`src/rtl/mem_arbiter_if.sv`:
```
// rtl/mem_arbiter_if.sv - two-port memory arbiter bus bundle
//
// Purpose: groups the port 0 (CPU) and port 1 (loader) request/response
// signals, the memory-side access signals and the busy flag.
// Modports:
//   slave  - arbiter side: takes requests and mem_rdata_in; drives acks,
//            read data, memory strobes and busy_out.
//   master - environment side: ports plus memory model, the mirror image.
interface mem_arbiter_if #(
  parameter int AW = 16,
  parameter int DW = 16
);
  logic          req0_in;
  logic          req1_in;
  logic          wen0_in;
  logic          wen1_in;
  logic [AW-1:0] addr0_in;
  logic [AW-1:0] addr1_in;
  logic [DW-1:0] wdata0_in;
  logic [DW-1:0] wdata1_in;
  logic          ack0_out;
  logic          ack1_out;
  logic [DW-1:0] rdata0_out;
  logic [DW-1:0] rdata1_out;
  logic          mem_en_out;
  logic          mem_wen_out;
  logic [AW-1:0] mem_addr_out;
  logic [DW-1:0] mem_wdata_out;
  logic [DW-1:0] mem_rdata_in;
  logic          busy_out;

  modport slave (
    input  req0_in, req1_in, wen0_in, wen1_in, addr0_in, addr1_in,
           wdata0_in, wdata1_in, mem_rdata_in,
    output ack0_out, ack1_out, rdata0_out, rdata1_out, mem_en_out,
           mem_wen_out, mem_addr_out, mem_wdata_out, busy_out
  );

  modport master (
    output req0_in, req1_in, wen0_in, wen1_in, addr0_in, addr1_in,
           wdata0_in, wdata1_in, mem_rdata_in,
    input  ack0_out, ack1_out, rdata0_out, rdata1_out, mem_en_out,
           mem_wen_out, mem_addr_out, mem_wdata_out, busy_out
  );
endinterface

```
`src/rtl/mem_arbiter.sv`:
```
// rtl/mem_arbiter.sv - round-robin two-port single-memory arbiter
//
// Purpose: serialises accesses from port 0 (CPU) and port 1 (loader) onto
// one synchronous memory. Each access takes IDLE/RSP -> ACC -> RSP; when the
// other port is waiting, RSP goes straight to ACC, giving one access per two
// cycles under contention. Ties are broken by a round-robin pointer.
// Ports:
//   clk  - rising-edge clock
//   rst  - synchronous active-high reset
//   bus  - mem_arbiter_if.slave: req/wen/addr/wdata in and ack/rdata out for
//          both ports, mem_en/mem_wen/mem_addr/mem_wdata out, mem_rdata in,
//          busy_out
module mem_arbiter #(
  parameter int AW = 16,
  parameter int DW = 16
) (
  input  logic          clk,
  input  logic          rst,
  mem_arbiter_if.slave  bus
);

  typedef enum logic [1:0] {IDLE, ACC, RSP} state_t;

  state_t        state;
  state_t        next_state;
  logic          gnt;
  logic          prio;
  logic          wen_r;
  logic [AW-1:0] addr_r;
  logic [DW-1:0] wdata_r;
  logic          load;
  logic          sel;
  logic          in_rsp;

  always_ff @(posedge clk) begin
    if (rst) begin
      state   <= IDLE;
      gnt     <= 1'b0;
      prio    <= 1'b0;
      wen_r   <= 1'b0;
      addr_r  <= '0;
      wdata_r <= '0;
    end else begin
      state <= next_state;
      if (load) begin
        gnt     <= sel;
        prio    <= ~sel;
        wen_r   <= sel ? bus.wen1_in   : bus.wen0_in;
        addr_r  <= sel ? bus.addr1_in  : bus.addr0_in;
        wdata_r <= sel ? bus.wdata1_in : bus.wdata0_in;
      end
    end
  end

  always_comb begin
    next_state = state;
    load       = 1'b0;
    sel        = gnt;
    case (state)
      IDLE: begin
        if (bus.req0_in || bus.req1_in) begin
          load       = 1'b1;
          // single requester wins outright; a tie goes to prio
          sel        = (bus.req0_in && bus.req1_in) ? prio : bus.req1_in;
          next_state = ACC;
        end
      end
      ACC: next_state = RSP;
      RSP: begin
        next_state = IDLE;
        // the port being acked is ignored so it cannot win twice in a row
        if (gnt ? bus.req0_in : bus.req1_in) begin
          load       = 1'b1;
          sel        = ~gnt;
          next_state = ACC;
        end
      end
      default: next_state = IDLE;
    endcase
  end

  // Strobes are gated by rst so outputs are quiet from the first reset cycle,
  // before the state register has been cleared.
  assign in_rsp            = !rst && (state == RSP);
  assign bus.mem_en_out    = !rst && (state == ACC);
  assign bus.mem_wen_out   = bus.mem_en_out && wen_r;
  assign bus.mem_addr_out  = addr_r;
  assign bus.mem_wdata_out = wdata_r;
  assign bus.busy_out      = !rst && (state != IDLE);
  assign bus.ack0_out      = in_rsp && !gnt;
  assign bus.ack1_out      = in_rsp && gnt;
  assign bus.rdata0_out    = (bus.ack0_out && !wen_r) ? bus.mem_rdata_in : '0;
  assign bus.rdata1_out    = (bus.ack1_out && !wen_r) ? bus.mem_rdata_in : '0;

endmodule

```
`src/flat_wrapper.sv`:
```
// flat-port wrapper written by rule: the top's interface ports become plain ports
module mem_arbiter_flat 
#(
  parameter int AW = 16,
  parameter int DW = 16
)
  (clk, rst, bus_req0_in, bus_req1_in, bus_wen0_in, bus_wen1_in, bus_addr0_in, bus_addr1_in, bus_wdata0_in, bus_wdata1_in, bus_mem_rdata_in, bus_ack0_out, bus_ack1_out, bus_rdata0_out, bus_rdata1_out, bus_mem_en_out, bus_mem_wen_out, bus_mem_addr_out, bus_mem_wdata_out, bus_busy_out);
  mem_arbiter_if #(.AW(AW), .DW(DW)) bus_i ();
  input  logic clk;
  input  logic rst;
  input wire logic [$bits(bus_i.req0_in)-1:0] bus_req0_in;
  input wire logic [$bits(bus_i.req1_in)-1:0] bus_req1_in;
  input wire logic [$bits(bus_i.wen0_in)-1:0] bus_wen0_in;
  input wire logic [$bits(bus_i.wen1_in)-1:0] bus_wen1_in;
  input wire logic [$bits(bus_i.addr0_in)-1:0] bus_addr0_in;
  input wire logic [$bits(bus_i.addr1_in)-1:0] bus_addr1_in;
  input wire logic [$bits(bus_i.wdata0_in)-1:0] bus_wdata0_in;
  input wire logic [$bits(bus_i.wdata1_in)-1:0] bus_wdata1_in;
  input wire logic [$bits(bus_i.mem_rdata_in)-1:0] bus_mem_rdata_in;
  output wire logic [$bits(bus_i.ack0_out)-1:0] bus_ack0_out;
  output wire logic [$bits(bus_i.ack1_out)-1:0] bus_ack1_out;
  output wire logic [$bits(bus_i.rdata0_out)-1:0] bus_rdata0_out;
  output wire logic [$bits(bus_i.rdata1_out)-1:0] bus_rdata1_out;
  output wire logic [$bits(bus_i.mem_en_out)-1:0] bus_mem_en_out;
  output wire logic [$bits(bus_i.mem_wen_out)-1:0] bus_mem_wen_out;
  output wire logic [$bits(bus_i.mem_addr_out)-1:0] bus_mem_addr_out;
  output wire logic [$bits(bus_i.mem_wdata_out)-1:0] bus_mem_wdata_out;
  output wire logic [$bits(bus_i.busy_out)-1:0] bus_busy_out;
  assign bus_i.req0_in = bus_req0_in;
  assign bus_i.req1_in = bus_req1_in;
  assign bus_i.wen0_in = bus_wen0_in;
  assign bus_i.wen1_in = bus_wen1_in;
  assign bus_i.addr0_in = bus_addr0_in;
  assign bus_i.addr1_in = bus_addr1_in;
  assign bus_i.wdata0_in = bus_wdata0_in;
  assign bus_i.wdata1_in = bus_wdata1_in;
  assign bus_i.mem_rdata_in = bus_mem_rdata_in;
  assign bus_ack0_out = bus_i.ack0_out;
  assign bus_ack1_out = bus_i.ack1_out;
  assign bus_rdata0_out = bus_i.rdata0_out;
  assign bus_rdata1_out = bus_i.rdata1_out;
  assign bus_mem_en_out = bus_i.mem_en_out;
  assign bus_mem_wen_out = bus_i.mem_wen_out;
  assign bus_mem_addr_out = bus_i.mem_addr_out;
  assign bus_mem_wdata_out = bus_i.mem_wdata_out;
  assign bus_busy_out = bus_i.busy_out;
  mem_arbiter #(.AW(AW), .DW(DW)) u_core (.clk(clk), .rst(rst), .bus(bus_i));
endmodule
```
`config.mk`:
```
export PLATFORM = sky130hd
export DESIGN_NAME = mem_arbiter_flat
export DESIGN_NICKNAME = d
export VERILOG_FILES = /design/src/rtl/mem_arbiter_if.sv /design/src/rtl/mem_arbiter.sv /design/src/flat_wrapper.sv
export SDC_FILE = /design/constraint.sdc
export NUM_CORES = 1
export LEC_CHECK = 0
export ABC_AREA = 0
export CAP_MARGIN = 5
export CORE_MARGIN = 4
export CORE_UTILIZATION = 37
export CTS_CLUSTER_DIAMETER = 60
export DETAILED_ROUTE_END_ITERATION = 8
export DONT_BUFFER_PORTS = 1
export GPL_TIMING_DRIVEN = 0
export PLACE_DENSITY_LB_ADDON = 0.05
export SLEW_MARGIN = 15
export SYNTH_ARGS = -nofsm -noshare
export SYNTH_HDL_FRONTEND = slang
export SYNTH_SLANG_ARGS = --single-unit
```
`constraint.sdc`:
```
create_clock -name clk -period 2.4 [get_ports clk]
set_input_delay 0.6 -clock clk [delete_from_list [all_inputs] [get_ports clk]]
set_output_delay 0.6 -clock clk [all_outputs]
set_load 0.05 [all_outputs]
```
== After elaboration in Yosys (flattened, before gate mapping) ==
Cells that the tools add are included.
W data, S select, Z words.

* Bits in writable memories: 0
* Input bits: 86
* Bits in latches: 0
* Logic and storage cells: 42
* Memory bits (read-only): 0
* Flip-flop bits (word level): 37
* Memories: 0

* Divide/modulo/power cells: 0
* Equal/unequal tests: 3
* Multiply operators: 0
* Shift operators: 0
* Add/sub/neg operators: 0
* Reductions and logical operators: 15
* Order comparisons: 0
* Muxes and demuxes: 16
* Bitwise operators: 2

{| class="wikitable"
|+ Operator list
! operator !! number
|-
| $mux W16 || 4
|-
| $logic_and A1 B1 Y1 || 9
|-
| $mux W1 || 8
|-
| $pmux W2 S3 || 1
|-
| $pmux W1 S2 || 2
|-
| $logic_not A1 Y1 || 3
|-
| $eq A2 B1 Y1 const B || 1
|-
| $eq A2 B2 Y1 const B || 1
|-
| $logic_not A2 Y1 || 1
|-
| $mux W2 || 1
|-
| $ne A2 B1 Y1 const B || 1
|-
| $not A1 Y1 || 2
|-
| $reduce_bool A2 Y1 || 1
|-
| $logic_or A1 B1 Y1 || 1
|}

== Logic depth before layout (Yosys ltp) ==
Gate-level depths: netlist (run 1).

* Depth after elaboration: 5
* Depth in mapped cells: 8
* Depth with buffers taken out: 4

== Worst setup path before layout (run 1) ==
No wires, ideal clock.

* Path type: input to output
* From: input port rst
* To: output port bus_mem_wen_out
* Data arrival time: 2246 ps
* Setup slack: -446 ps
* Stages: 2
* Path through: nor3_1 and2_1

* Cells in the longest elaborated chain, start to end: 3

{| class="wikitable"
|+ RTL lines
! what !! line !! RTL
|-
| start, declared || flat_wrapper.sv:10 || <nowiki>input logic rst;</nowiki>
|-
| $logic_not A1 Y1 || mem_arbiter.sv:85 || <nowiki>assign bus.mem_en_out = !rst && (state == ACC);</nowiki>
|-
| $logic_and A1 B1 Y1 || mem_arbiter.sv:85 ||
|-
| $logic_and A1 B1 Y1 || mem_arbiter.sv:86 || <nowiki>assign bus.mem_wen_out = bus.mem_en_out && wen_r;</nowiki>
|-
| end, declared || flat_wrapper.sv:25 || <nowiki>output wire logic [$bits(bus_i.mem_wen_out)-1:0] bus_mem_wen_out;</nowiki>
|}

Every way passes these cells.

== Worst setup path after layout (run 1) ==
* From: register u_core.state[0]
* To: output port bus_rdata1_out[0]

* Cells in the longest elaborated chain, start to end: 5

{| class="wikitable"
|+ RTL lines
! what !! line !! RTL
|-
| start, declared || mem_arbiter.sv:24 || <nowiki>state_t state;</nowiki>
|-
| start signal, assigned || mem_arbiter.sv:44 || <nowiki>state <= next_state;</nowiki>
|-
| $eq A2 B2 Y1 || mem_arbiter.sv:84 || <nowiki>assign in_rsp = !rst && (state == RSP);</nowiki>
|-
| $logic_and A1 B1 Y1 || mem_arbiter.sv:84 ||
|-
| $logic_and A1 B1 Y1 || mem_arbiter.sv:91 || <nowiki>assign bus.ack1_out = in_rsp && gnt;</nowiki>
|-
| $logic_and A1 B1 Y1 || mem_arbiter.sv:93 || <nowiki>assign bus.rdata1_out = (bus.ack1_out && !wen_r) ? bus.mem_rdata_in : '0;</nowiki>
|-
| $mux W16 || mem_arbiter.sv:93 ||
|-
| end, declared || flat_wrapper.sv:23 || <nowiki>output wire logic [$bits(bus_i.rdata1_out)-1:0] bus_rdata1_out;</nowiki>
|}

Every way passes these cells.

==> results of run 1 <==
-- metrics by stage --
| stage | util, % | total power [mW] | area, µm² | hold slack, ps | setup slack [ps] |
|---|---|---|---|---|---|
| final | 43.7 | 1.94 | 2840 | 374 | 75.6 |
| after global routing | 43.7 | 2.02 | 2840 | 367 | 2.52 |
| after CTS | 43.6 | 1.96 | 2830 | 366 | -3.96 |
| after detailed placement | 40.8 | 1.40 | 2650 | 472 | -481 |
| after global placement | 40.8 | 1.39 | 2650 | 467 | -452 |
| after floorplan | - | 1.29 | 2560 | 450 | 20.8 |
-- layer usage --
| layer | wire [µm] | part of all wire [%] | global-route usage, % | vias to the layer above |
|---|---|---|---|---|
| met4 | 124 | 1.4 | 4.46 | 0 |
| met5 | 0 | 0 | 0 | - |
| li1 | - | - | - | 1185 |
| met1 | 3550 | 40 | 22.9 | 1182 |
| met3 | 896 | 10 | 8.17 | 9 |
| met2 | 4250 | 48 | 35.8 | 119 |
-- state kept, by name, summed over array words and instances (netlist names), named ones only --
signal	cells
u_core.prio	1
u_core.bus.mem_wdata_out	16
u_core.bus.mem_addr_out	16
u_core.wen_r	1
u_core.state	2
-- kinds of logic (layout without fill, tap and decap cells) --
| logic type | after synthesis | after routing | share of synthesized area (%) |
|---|---|---|---|
| compound gates | 74 | 74 | 24.2 |
| buf+inv | 43 | 50 | 8.77 |
| flops | 37 | 37 | 29.3 |
| simple gates | 150 | 150 | 37.7 |
-- layout make-up --
cell class                 count  area [µm²]  share of cell area [%]
clock buffer                   5        68.8                    2.42
sequential                    37         742                    26.1
inverter                       1        3.75                   0.132
tap                           77        96.3                    3.39
clock inverter                 2        35.0                    1.23
buffer                        42         225                    7.93
multi-input combinational    224        1670                    58.8
-- what timing repair did --
item / in CTS / in global routing
endpoints found under the hold margin: 0 / 0
resized for setup: 38 / 9
pin swaps: 1 / 2
setup buffers: 0 / 0
setup endpoints to repair: 34 / 25
-- power groups by stage --
| stage | logic (mW) | clock network [mW] | registers, mW |
|---|---|---|---|
| floorplan | 0.318 | 0 | 0.971 |
| CTS | 0.416 | 0.563 | 0.980 |
| global placement | 0.403 | 0 | 0.990 |
| detailed placement | 0.405 | 0 | 0.992 |
| global route | 0.455 | 0.578 | 0.988 |
| finish | 0.415 | 0.549 | 0.978 |
-- worst register-to-register path, stage by stage, from the launching register on --
cell	delay, ps
dfxtp_1	310
buf_6	130
a21bo_2	230
o211ai_1	380
buf_2	280
buf_2	270
a211oi_1	130
a211o_1	250
-- final timing paths --
check / depth (start not counted) / slack, ps / to
max: 3 / 80 / bus_rdata1_out[0]
min: 1 / 370 / u_core.state[1]$_SDFFE_PP0P_
max reg2reg: 7 / 330 / u_core.bus.mem_addr_out[15]$_SDFFE_PP0P_
min reg2reg: 1 / 490 / u_core.prio$_SDFFE_PP0P_
-- cell usage in the layout (no fill, tap or decap), types with 2 or more instances in the layout --
cell / Yosys / final
clkbuf_8: 0 / 5
nor3_4: 0 / 3
buf_2: 9 / 9
and2_1: 33 / 6
buf_6: 6 / 6
a211oi_1: 33 / 33
nand3_1: 33 / 33
nand2_1: 3 / 3
a211o_1: 33 / 33
and2_2: 0 / 6
clkbuf_1: 26 / 24
nor2_1: 7 / 4
nor2_2: 0 / 2
buf_4: 1 / 3
dfxtp_1: 37 / 36
a22o_1: 2 / 2
and3_1: 34 / 34
and2_4: 0 / 21
and4_1: 33 / 33
==> flow_summary.toml, run 1 <==
[route]
first_pass_iters = 4
drt_iter0_drc = 141
drc = 0
ant_nets = 0
drt_wl_total_um = 8820
wl_per_cell_um = 22.7
vias = 2495
vias_per_cell = 6.43

[synth]
synthCells = 304
synth_area_leaders = "dfxtp_1 29%, a211o_1 11%, and4_1 11%"
yosysTopAreaCellShare_pct = 29.3
synth_most_common_cell = "dfxtp_1"
ys_seq_area_share_pct = 29.3
synth_top_flop_cell = "dfxtp_1"
async_reset_ff_share_pct = 0
synth.distinct_cells = 25
synth.largest_area_cell = "dfxtp_1"
netlist_area_um2 = 2530
synth_enable_flop_cells = 0
netlist_top_cells_count = "37 x dfxtp_1, 34 x and3_1"
avgSynthCellArea_um2 = 8.31
ys_warn_count = 0
synth-seq-cells = 37
syn_nets = 390

[timing]
slew_violations = 0
worst_pin_slew_ps = 884
setup_tns_ps = 0
fmax_mhz = 430
clock_skew_ps = 9.59
relSlewSlack_pct = 40.9
finalSetupViolCount = 0
period_share_pct = 96.8
hold_viol = 0
rsz0062_at_grt = "no"
fin_crit_ps = 2320

[final_layout]
antenna_cells = 0
fillers = 666
drive_gt1_share_pct = 20.3
area_growth_pct = 12.5
final_cells = 388
nNetsFinal = 397

[cts]
cts_buffer_depth = 2
cts_made_buffers = 5
htreeDepth = 2
tritoncts = "built"
clockRootBuffer = "clkbuf_8"
clk_pin_slew_ps = 70
cts_hold_buf = 0
cts.sinks = 37
clk_latency_ps = 300

[place]
gp_congestion = 0.742
dp_cells = 381
dp_hpwl_um = 6810
io_buffers = 0

[worst_hold_path]
hold_start = "rst"
hold_class = "input port to flip-flop"

[floorplanning]
initial_core_util_pct = 38.9
core_um2 = 6490
die_x_um = 90.6
row_count = 29
ios = 155
fp.dieH_um = 90.6
die_area_um2 = 8210

[setup_path]
path_delay_family = "simple AND/OR/NAND/NOR gates"
cp_max_fo = 7
slowest_delay_ps = 490
cp-startpoint = "u_core.state[0]$_SDFFE_PP0P_"
worst-path-buf-inv = 0
worstPathCellList = "or2_2, nor3_4, and2_1"
worstPathRequired_ps = 1800
path_class = "flip-flop to output pin"
startpoint_type = "flip-flop"
cp-end-kind = "output pin"
crit_path_top_delay_cell = "and2_1"
critPathArrivalTime_ps = 1720

[power_and_ir_drop]
cell_internal_pwr_mw = 1.15
p_sw_uw = 796
seqPwrFrac_pct = 50.4
p_leak_nw = 1.35
power-per-cell-area_nw_per_um2 = 684
switching_share_pct = 41.0
irDropWorstVdd_v = 0.000312
pwr-share-clk_pct = 28.3
comb_power_share_pct = 21.4

[grt]
grt-ovfl-total = 0
grt_first_pass_wirelength_um = 13400
track_usage_pct = 20.3
grt_max_degree = 12
antenna_found_initial = 0
grt_pass1_vias = 2406

[outcome]
outcome = "complete, no violations"

[flow_run]
cap_violations = 0
Power figures use the tool's default switching activity.
==> run 2, diff against run 1 <==
CAP_MARGIN = 0   (was 5)
SKIP_LAST_GASP = 1   (was default)
==> results of run 2 <==
Same layout as run 1: the final DEF is identical, and so are final timing and power.
Among the figures that moved: number of gates resized after CTS 38 -> 37
==> run 3, diff against run 2 <==
CORE_MARGIN = default   (was 4)
==> run 3 against run 2 <==
Largest power group unchanged. The run now ends with design-rule violations left. Combinational power about the same. Largest cell class unchanged. Critical path depth unchanged. Sequential power about the same. Via count decreased by 1.0%. Non-clock buffer count unchanged.
==> flow_summary.toml, run 3 (synthesis gave the netlist of run 1 again) <==
[route]
drt_iter0_drc = 120
first_pass_iters = 9
vias = 2470
drc = 14
vias_per_cell = 6.35
drt_wl_total_um = 8390
ant_nets = 0
wl_per_cell_um = 21.6

[grt]
grtUsageMet3_pct = 7.67
grt_pass1_vias = 2403
met2_usage_pct = 39.5
antenna_found_initial = 0
use_met1_pct = 26.6
grt_first_pass_wirelength_um = 12600
busiest_layer = "met2"
grt_max_degree = 12
track_usage_pct = 22.6
grt-ovfl-total = 0

[power_and_ir_drop]
p_sw_uw = 785
pwr-share-clk_pct = 24.1
switching_share_pct = 42.8
p_leak_nw = 1.33
seqPwrFrac_pct = 53.2
irDropWorstVdd_v = 0.000264
power-per-cell-area_nw_per_um2 = 652
comb_power_share_pct = 22.7
cell_internal_pwr_mw = 1.05

[setup_path]
crit_cells = 3
worstPathRequired_ps = 1800
cp_max_fo = 5
ff2ff_path_depth = 6
cp-end-kind = "output pin"
worstPathCellList = "inv_1, nor3_4, and2_4"
startpoint_type = "flip-flop"
worst-path-buf-inv = 1
path_delay_family = "simple AND/OR/NAND/NOR gates"
crit_path_top_delay_cell = "nor3_4"
slowest_delay_ps = 530
path_class = "flip-flop to output pin"
critPathArrivalTime_ps = 1770

[floorplanning]
die_area_um2 = 7160
core_um2 = 6460
row_count = 29
fp.dieH_um = 84.6
initial_core_util_pct = 39.1
die_x_um = 84.6
ios = 155

[cts]
postCtsSetupBuffers = 0
htreeDepth = 2
clk_latency_ps = 290
cts_made_buffers = 5
tritoncts = "built"
clockRootBuffer = "clkbuf_8"
cts.sinks = 37
cts_buffer_depth = 2
clk_pin_slew_ps = 70

[timing]
relSlewSlack_pct = 39.3
worst_pin_slew_ps = 907
finalSetupViolCount = 0
period_share_pct = 98.6
hold_viol = 0
slew_violations = 0
setup_tns_ps = 0
rsz0062_at_grt = "yes"
clock_skew_ps = 15.1
fin_crit_ps = 2370
fmax_mhz = 423

[final_layout]
antenna_cells = 0
utilization_pct = 43.5
fillers = 661
drive_gt1_share_pct = 17.0
area_growth_pct = 11.2
register_area_um2 = 741
layout_commonest_cell = "dfxtp_1"
multi_input_area_um2 = 1660
nNetsFinal = 397
layout_common_cells = "37 x dfxtp_1, 34 x and3_1"

[outcome]
outcome = "finished with violations"
violations = "design-rule violations"

[place]
gp_congestion = 0.767
io_buffers = 0
dp_hpwl_um = 6150

[worst_hold_path]
hold_class = "input port to flip-flop"
min_path_cells = 1

[flow_run]
cap_violations = 0
run 3: layout make-up:
| type | instances | share of cell area, % |
|---|---|---|
| plain buffers | 42 | 8.01 |
| clock buffers | 7 | 2.72 |
| clock inverters | 1 | 0.267 |
| inverters | 1 | 0.134 |
| multi-input cells | 224 | 59.1 |
| flip-flops and latches | 37 | 26.4 |
| well taps | 77 | 3.43 |
run 3: per-stage QoR:
step	instance area, µm²	setup slack [ps]	instances	total power, mW	hold slack, ps
4_1_cts	2790	-45.9	389	1.85	380
3_5_place_dp	2650	-457	381	1.39	470
2_1_floorplan	2560	20.8	304	1.29	450
3_3_place_gp	2650	-386	381	1.39	470
5_1_grt	2810	-28.8	389	1.93	390
6_report	2810	34.2	389	1.83	388
run 3: path summary, 6_finish.rpt:
| path | start | end | slack [ps] |
|---|---|---|---|
| max reg2reg | u_core.state[0]$_SDFFE_PP0P_ | u_core.bus.mem_addr_out[0]$_SDFFE_PP0P_ | 310 |
| min reg2reg | u_core.prio$_SDFFE_PP0P_ | u_core.prio$_SDFFE_PP0P_ | 500 |
| min | rst | u_core.state[1]$_SDFFE_PP0P_ | 390 |
| max | u_core.state[0]$_SDFFE_PP0P_ | bus_mem_wen_out | 30 |
run 3: power groups by stage:
stage / sequential (mW) / combinational [mW] / clock [mW]
6_report: 0.975 / 0.416 / 0.442
5_1_grt: 0.986 / 0.456 / 0.487
4_1_cts: 0.976 / 0.413 / 0.460
3_5_place_dp: 0.988 / 0.404 / 0
3_3_place_gp: 0.987 / 0.402 / 0
2_1_floorplan: 0.971 / 0.318 / 0
run 3: metal layers:
| metal | up-vias | share of wire (%) |
|---|---|---|
| li1 | 1178 | - |
| met1 | 1168 | 40 |
| met2 | 118 | 50 |
| met3 | 6 | 9.4 |
| met4 | 0 | 0.89 |
| met5 | - | 0 |
run 3: timing repair:
item | CTS | global route
hold endpoints to repair | 0 | 0
gates resized for setup | 21 | 17
endpoints found under the setup margin | 34 | 27
pin swaps | 1 | 0
hold buffers | 0 | 0
